File: src/rtl/reg4_arb_pkg.sv
// -----------------------------------------------------------------------------
// reg4_arb_pkg
// Shared definitions for the round-robin shared-register arbiter:
//   - arb_state_t : FSM state encoding (IDLE, GRANT)
//   - DATA_W      : width of the shared register and of each write lane
//   - MAX_REQ     : largest supported requester count
//   - IDX_W       : width of a requester index (enough for MAX_REQ)
//   - wrap_inc()  : index increment that wraps modulo the live requester count
// -----------------------------------------------------------------------------
package reg4_arb_pkg;

    localparam int DATA_W  = 4;
    localparam int MAX_REQ = 4;
    localparam int IDX_W   = 2;

    typedef enum logic {
        IDLE  = 1'b0,
        GRANT = 1'b1
    } arb_state_t;

    // Next index after idx, wrapping back to 0 past the last live requester.
    // n_req is not a power of two in general, so a plain +1 is not enough.
    function automatic logic [IDX_W-1:0] wrap_inc(input logic [IDX_W-1:0] idx,
                                                  input int               n_req);
        if (int'(idx) >= n_req - 1) begin
            return '0;
        end
        return idx + 1'b1;
    endfunction

endpackage

File: src/rtl/reg4_rr_pick.sv
// -----------------------------------------------------------------------------
// reg4_rr_pick
// Purely combinational round-robin winner selection. The search starts at
// index ptr and wraps modulo N_REQ; the first requester found with its req bit
// high wins.
//
// Parameters:
//   N_REQ : number of live requesters (2..MAX_REQ)
// Ports:
//   req   [N_REQ-1:0] in  : request bits
//   ptr   [IDX_W-1:0] in  : search start index (always < N_REQ)
//   valid             out : at least one request is pending
//   idx   [IDX_W-1:0] out : winning requester index (0 when valid is low)
// -----------------------------------------------------------------------------
module reg4_rr_pick
    import reg4_arb_pkg::*;
#(
    parameter int N_REQ = 4
) (
    input  logic [N_REQ-1:0] req,
    input  logic [IDX_W-1:0] ptr,
    output logic             valid,
    output logic [IDX_W-1:0] idx
);

    localparam int SUM_W = IDX_W + 1;

    // Request vector widened to MAX_REQ so that indexing by a full IDX_W-bit
    // value is always in range, whatever N_REQ is.
    logic [MAX_REQ-1:0] req_pad;
    // cand[k] is the requester examined at search offset k from ptr.
    logic [IDX_W-1:0]   cand [MAX_REQ];
    logic [MAX_REQ-1:0] hit;

    genvar gi;
    generate
        for (gi = 0; gi < MAX_REQ; gi++) begin : g_pad
            if (gi < N_REQ) begin : g_live
                assign req_pad[gi] = req[gi];
            end else begin : g_dead
                assign req_pad[gi] = 1'b0;
            end
        end

        for (gi = 0; gi < MAX_REQ; gi++) begin : g_cand
            logic [SUM_W-1:0] sum;
            // ptr < N_REQ and gi < N_REQ, so sum < 2*N_REQ and a single
            // conditional subtract is a complete modulo.
            assign sum = {1'b0, ptr} + SUM_W'(gi);
            assign cand[gi] = (sum >= SUM_W'(N_REQ)) ? IDX_W'(sum - SUM_W'(N_REQ))
                                                     : sum[IDX_W-1:0];
            if (gi < N_REQ) begin : g_live
                assign hit[gi] = req_pad[cand[gi]];
            end else begin : g_dead
                assign hit[gi] = 1'b0;
            end
        end
    endgenerate

    // Scan from the farthest offset down to offset 0 so that the nearest hit
    // to ptr is the last one written and therefore wins.
    always_comb begin
        valid = 1'b0;
        idx   = '0;
        for (int k = MAX_REQ - 1; k >= 0; k--) begin
            if (hit[k]) begin
                valid = 1'b1;
                idx   = cand[k];
            end
        end
    end

endmodule

File: src/rtl/reg4_arbiter.sv
// -----------------------------------------------------------------------------
// reg4_arbiter
// Round-robin arbiter guarding one shared 4-bit register. In IDLE the
// round-robin winner is latched into gnt_id and the FSM moves to GRANT. In
// GRANT, if the granted requester still asserts req, ack is strobed for that
// cycle and q loads the requester's data lane at the closing edge; the
// round-robin pointer then moves past the winner. If req has dropped, the
// write is aborted silently. Every grant returns to IDLE, so one write takes
// two cycles.
//
// Optional feature (compile-time macro REG4_ARB_CLR_EN):
//   adds input clr; clr high in IDLE clears q, stays in IDLE, leaves ptr
//   alone and takes priority over pending requests. clr in GRANT is ignored.
//   Without the macro the port and its logic do not exist.
//
// Parameters:
//   N_REQ : number of requesters, 2..4
// Ports:
//   clk                    in  : clock, rising edge
//   R                      in  : asynchronous active-high reset
//   req   [N_REQ-1:0]      in  : write request per requester
//   wdata [4*N_REQ-1:0]    in  : write data, requester i on [4i+3:4i]
//   clr                    in  : synchronous clear of q (REG4_ARB_CLR_EN only)
//   ack   [N_REQ-1:0]      out : one-hot write-done strobe
//   q     [3:0]            out : shared register contents
//   busy                   out : high while in GRANT
//   gnt_id [1:0]           out : current or last granted requester
// -----------------------------------------------------------------------------
module reg4_arbiter
    import reg4_arb_pkg::*;
#(
    parameter int N_REQ = 4
) (
    input  logic                    clk,
    input  logic                    R,
    input  logic [N_REQ-1:0]        req,
    input  logic [DATA_W*N_REQ-1:0] wdata,
`ifdef REG4_ARB_CLR_EN
    input  logic                    clr,
`endif
    output logic [N_REQ-1:0]        ack,
    output logic [DATA_W-1:0]       q,
    output logic                    busy,
    output logic [IDX_W-1:0]        gnt_id
);

    // -------------------------------------------------------------------------
    // State
    // -------------------------------------------------------------------------
    arb_state_t        state_reg,  state_next;
    logic [IDX_W-1:0]  gnt_id_reg, gnt_id_next;
    logic [IDX_W-1:0]  ptr_reg,    ptr_next;
    logic [DATA_W-1:0] q_reg,      q_next;

    // -------------------------------------------------------------------------
    // Per-requester views widened to MAX_REQ, so gnt_id_reg can index them
    // directly without range concerns for smaller N_REQ.
    // -------------------------------------------------------------------------
    logic [MAX_REQ-1:0] req_pad;
    logic [DATA_W-1:0]  wdata_lane [MAX_REQ];
    logic [MAX_REQ-1:0] ack_pad;

    genvar gi;
    generate
        for (gi = 0; gi < MAX_REQ; gi++) begin : g_lane
            if (gi < N_REQ) begin : g_live
                assign req_pad[gi]    = req[gi];
                assign wdata_lane[gi] = wdata[gi*DATA_W +: DATA_W];
            end else begin : g_dead
                assign req_pad[gi]    = 1'b0;
                assign wdata_lane[gi] = '0;
            end
        end
    endgenerate

    // -------------------------------------------------------------------------
    // Round-robin winner search
    // -------------------------------------------------------------------------
    logic             pick_valid;
    logic [IDX_W-1:0] pick_idx;

    reg4_rr_pick #(
        .N_REQ (N_REQ)
    ) u_pick (
        .req   (req),
        .ptr   (ptr_reg),
        .valid (pick_valid),
        .idx   (pick_idx)
    );

    // -------------------------------------------------------------------------
    // State registers (FSM, grant index, round-robin pointer)
    // -------------------------------------------------------------------------
    always_ff @(posedge clk or posedge R) begin
        if (R) begin
            state_reg  <= IDLE;
            gnt_id_reg <= '0;
            ptr_reg    <= '0;
        end else begin
            state_reg  <= state_next;
            gnt_id_reg <= gnt_id_next;
            ptr_reg    <= ptr_next;
        end
    end

    // Shared register storage.
    always_ff @(posedge clk or posedge R) begin
        if (R) begin
            q_reg <= '0;
        end else begin
            q_reg <= q_next;
        end
    end

    // -------------------------------------------------------------------------
    // Next-state and output logic
    // -------------------------------------------------------------------------
    always_comb begin
        state_next  = state_reg;
        gnt_id_next = gnt_id_reg;
        ptr_next    = ptr_reg;
        q_next      = q_reg;
        ack_pad     = '0;

        case (state_reg)
            IDLE: begin
`ifdef REG4_ARB_CLR_EN
                // Clear wins over requests; they are picked up next cycle
                // because req is held until ack.
                if (clr) begin
                    q_next = '0;
                end else
`endif
                if (pick_valid) begin
                    gnt_id_next = pick_idx;
                    state_next  = GRANT;
                end
            end

            GRANT: begin
                // Every grant lasts exactly one cycle; requests that arrive
                // now are only looked at once back in IDLE.
                state_next = IDLE;
                if (req_pad[gnt_id_reg]) begin
                    ack_pad[gnt_id_reg] = 1'b1;
                    q_next              = wdata_lane[gnt_id_reg];
                    ptr_next            = wrap_inc(gnt_id_reg, N_REQ);
                end
                // Otherwise the requester withdrew: abort with q and ptr
                // untouched.
            end

            default: begin
                state_next = IDLE;
            end
        endcase
    end

    assign ack    = ack_pad[N_REQ-1:0];
    assign q      = q_reg;
    assign busy   = (state_reg == GRANT);
    assign gnt_id = gnt_id_reg;

endmodule

File: config.mk
export PLATFORM = sky130hd
export DESIGN_NAME = reg4_arbiter
export DESIGN_NICKNAME = d
export VERILOG_FILES = /design/src/rtl/reg4_arb_pkg.sv /design/src/rtl/reg4_rr_pick.sv /design/src/rtl/reg4_arbiter.sv
export SDC_FILE = /design/constraint.sdc
export NUM_CORES = 1
export LEC_CHECK = 0
export BUFFER_PORTS_ARGS = -buffer_cell sky130_fd_sc_hd__buf_2
export CAP_MARGIN = 20
export CORE_MARGIN = 2
export CORE_UTILIZATION = 43
export DETAILED_ROUTE_END_ITERATION = 10
export MAX_ROUTING_LAYER = met4
export PLACE_DENSITY = 0.8
export SETUP_SLACK_MARGIN = 0.02
export SLEW_MARGIN = 15
export SYNTH_ARGS = -nofsm -noshare
export SYNTH_HDL_FRONTEND = slang
export SYNTH_SLANG_ARGS = --single-unit
File: constraint.sdc
create_clock -name clk -period 1.9 [get_ports clk]
set_input_delay 0.285 -clock clk [delete_from_list [all_inputs] [get_ports clk]]
set_output_delay 0.285 -clock clk [all_outputs]
set_load 0.02 [all_outputs]
==> out/qor.csv <==
stage,metric,value,unit
floorplanning,core area,0.00135,mm²
timing,clock skew,0.00672,ns
synthesis,Syn Nets,80,
power_and_ir_drop,power per cell area,1440,mW/mm²
worst_hold_path,Hold Path Class,input pin to flip-flop,
placement,GP Congestion,0.817,
route,metal3 WL,57,µm
synthesis,post-synthesis cell area,638,µm²
route,DR vias,553,
placement,dpl hpwl,1120,µm
placement,placed cells,101,
cts,H-tree lvl count,1,
power_and_ir_drop,Net Sw Power,509,µW
critical_path,CP Capture Type,output port,
power_and_ir_drop,Lkg Pwr,0.447,nW
timing,Max Fclk,574,MHz
global_routing,initial antenna violation count,0,
cts,CTS Sinks,9,
power_and_ir_drop,Seq pwr share,28.3,%
global_routing,global route overflow,0,
route,Post-DRT Antenna Nets,0,
cells_and_area,max FFs per register,4,
floorplanning,Chip Width,42.5,µm
critical_path,Crit Path Category,flip-flop to output port,
timing,WHS,0.406,ns
cts,CTS buffer count,3,
floorplanning,Ports,33,
floorplanning,die area,0.00181,mm²
synthesis,Netlist cell types,19,
route,Residual DRC,0,
cts,Root Driver,clkbuf_4,
power_and_ir_drop,Worst VDD drop,0.000856,V
global_routing,largest net degree at the start of global routing,11,
power_and_ir_drop,Comb pwr share,60.4,%
timing,RSZ-0062 raised after global routing,false,
route,Initial DRC Count,2,
critical_path,critical path required time,1.62,ns
cts,"Clk Latency, worst-skew pair",0.25,ns
flow_run,Max-Cap Viols,0,
route,post-DR vias/cell,5.07,
route,drt first pass iters,4,
power_and_ir_drop,power share of the clock group,11.3,%
cells_and_area,final instance count without filler cells,109,
floorplanning,Die Y,42.5,µm
cells_and_area,# diodes,0,
timing,Final Max Tran Viols,0,
power_and_ir_drop,switching share of power,40.6,%
timing,ratio of final minimum period to clock period,91.7,%
global_routing,GR Util All Layers,19.1,%
global_routing,first-pass GRT wire length,2500,µm
placement,Port-buffer cells,32,
route,drt wl/cell,13.1,µm
placement,Placed Area,810,µm²
cts,CTS clock-pin slew for the worst setup and hold paths,0.06,ns
synthesis,Avg Inst Size Synth,11.8,µm²
timing,Hold Fails Final Rpt,0,
cells_and_area,Util after Layout,64.7,%
cells_and_area,Area Overhead vs Synth,36.9,%
timing,min Tclk post-route,1.74,ns
route,WL met1,621,µm
cells_and_area,Final #Nets,121,
timing,worst-margin pin slew,0.345,ns
cells_and_area,fill cell count,102,
critical_path,Worst EP arrival,1.46,ns
timing,Final setup viols,0,
global_routing,number of global-route vias before repair,583,
route,met2 routed WL,744,µm
cells_and_area,final instance area,873,µm²
critical_path,Reg2Reg Setup Slack,0.41,ns
floorplanning,initial core utilization,47.3,%
synthesis,synthesized flop and latch total,9,
cells_and_area,Seq. cell area,226,µm²
floorplanning,num rows,13,
route,final WL,1420,µm
cells_and_area,share of layout cells above drive strength 1,60.6,%
timing,relative slew slack,76.9,%
cells_and_area,multi-input logic area,372,µm²
timing,TNS Setup,0,ns
critical_path,critical path launch point type,flip-flop,
power_and_ir_drop,P_int,746,µW
synthesis,cell count after synthesis,54,
synthesis,sequential-to-total area share from yosys stat,35.3,%
synthesis,Ys Warns,0,
critical_path,crit path max fanout,8,
cts,Clock Path Buffers,2,
run_status,status,"complete, no violations",
cts,CTS tree,done,
route,DR top layer,met3,
[synth_stat cells]
cell type / instances / area (µm²)
o22ai_1: 1 / 6.26
buf_6: 2 / 22.5
and2_2: 4 / 30.0
a21oi_1: 4 / 20.0
mux2_2: 5 / 56.3
and2_1: 1 / 6.26
nand2_1: 2 / 7.51
a221oi_1: 1 / 8.76
o32ai_1: 1 / 8.76
dfrtp_1: 9 / 225
ha_1: 4 / 50.1
a22oi_1: 1 / 7.51
nor2_1: 3 / 11.3
o21ai_0: 2 / 10.0
mux2i_1: 2 / 20.0
mux2_4: 1 / 15.0
mux4_2: 4 / 90.1
inv_1: 6 / 22.5
o22ai_4: 1 / 20.0
[cell type report]
class	count	area share (%)
inverter	6	2.58
tap	15	2.15
clock buffer	4	3.01
sequential	9	25.9
timing repair buffer	38	23.8
multi-input combinational	37	42.6
[placed cells by master, fill, tap and decap left out, drive strengths merged, types with 2 or more instances in the layout]
cell	n
buf	37
dfrtp	9
inv	6
mux2	6
and2	5
mux4	4
a21oi	4
ha	4
clkbuf	4
nor2	3
nand2	2
o21ai	2
mux2i	2
o22ai	2
[metrics by stage]
step | setup slack, ns | total power, mW
after floorplan | 0.286 | 0.893
after global placement | 0.381 | 1.06
after detailed placement | 0.344 | 1.07
after CTS | 0.0623 | 1.22
after global routing | 0.0635 | 1.35
final | 0.158 | 1.26
[power by group through the flow]
stage               clock (mW)  combinational, mW  sequential [mW]
finish                   0.142              0.758            0.356
detailed placement           0              0.718            0.357
global route             0.161              0.822            0.370
global placement             0              0.704            0.352
CTS                      0.147              0.722            0.354
floorplan                    0              0.460            0.433
[repair_timing]
item | CTS | global route
setup buffers | 0 | 3
gates resized for setup | 0 | 2
hold endpoints to repair | 9 | 0
setup endpoints to repair | 0 | 4
hold buffers | 1 | 0
[metal layers]
layer | GRT usage (%) | vias to the layer above
met5 | - | -
met4 | 7.50 | 0
met3 | 6.03 | 0
met2 | 32.6 | 17
met1 | 20.3 | 258
li1 | - | 278
[logic make-up after synthesis]
logic type / synth area share (%)
flip-flops: 35.3
AND/OR/NAND/NOR: 8.63
AO/OA/AOI/OAI: 12.7
multiplexers: 28.4
adder cells (fa/ha/maj): 7.84
buffers and inverters: 7.06
[final timing paths]
path | start | cells after the start | end
worst max register to register | gnt_id[0] | 3 | q[1]
worst min-delay path | req[3] | 3 | gnt_id[0]
worst min register to register | q[0] | 1 | q[0]
min in group asynchronous | R | 3 | q[2]
worst max-delay path | gnt_id[1] | 4 | ack[3]
max in group asynchronous | R | 3 | gnt_id[1]
[worst max-delay path, stage by stage, from the launching register on]
cell	delay [ns]
dfrtp_2	0.40
mux2i_1	0.31
o22ai_4	0.14
and2_2	0.21
buf_2	0.15
Note: power is estimated with default switching activity, not from simulation.
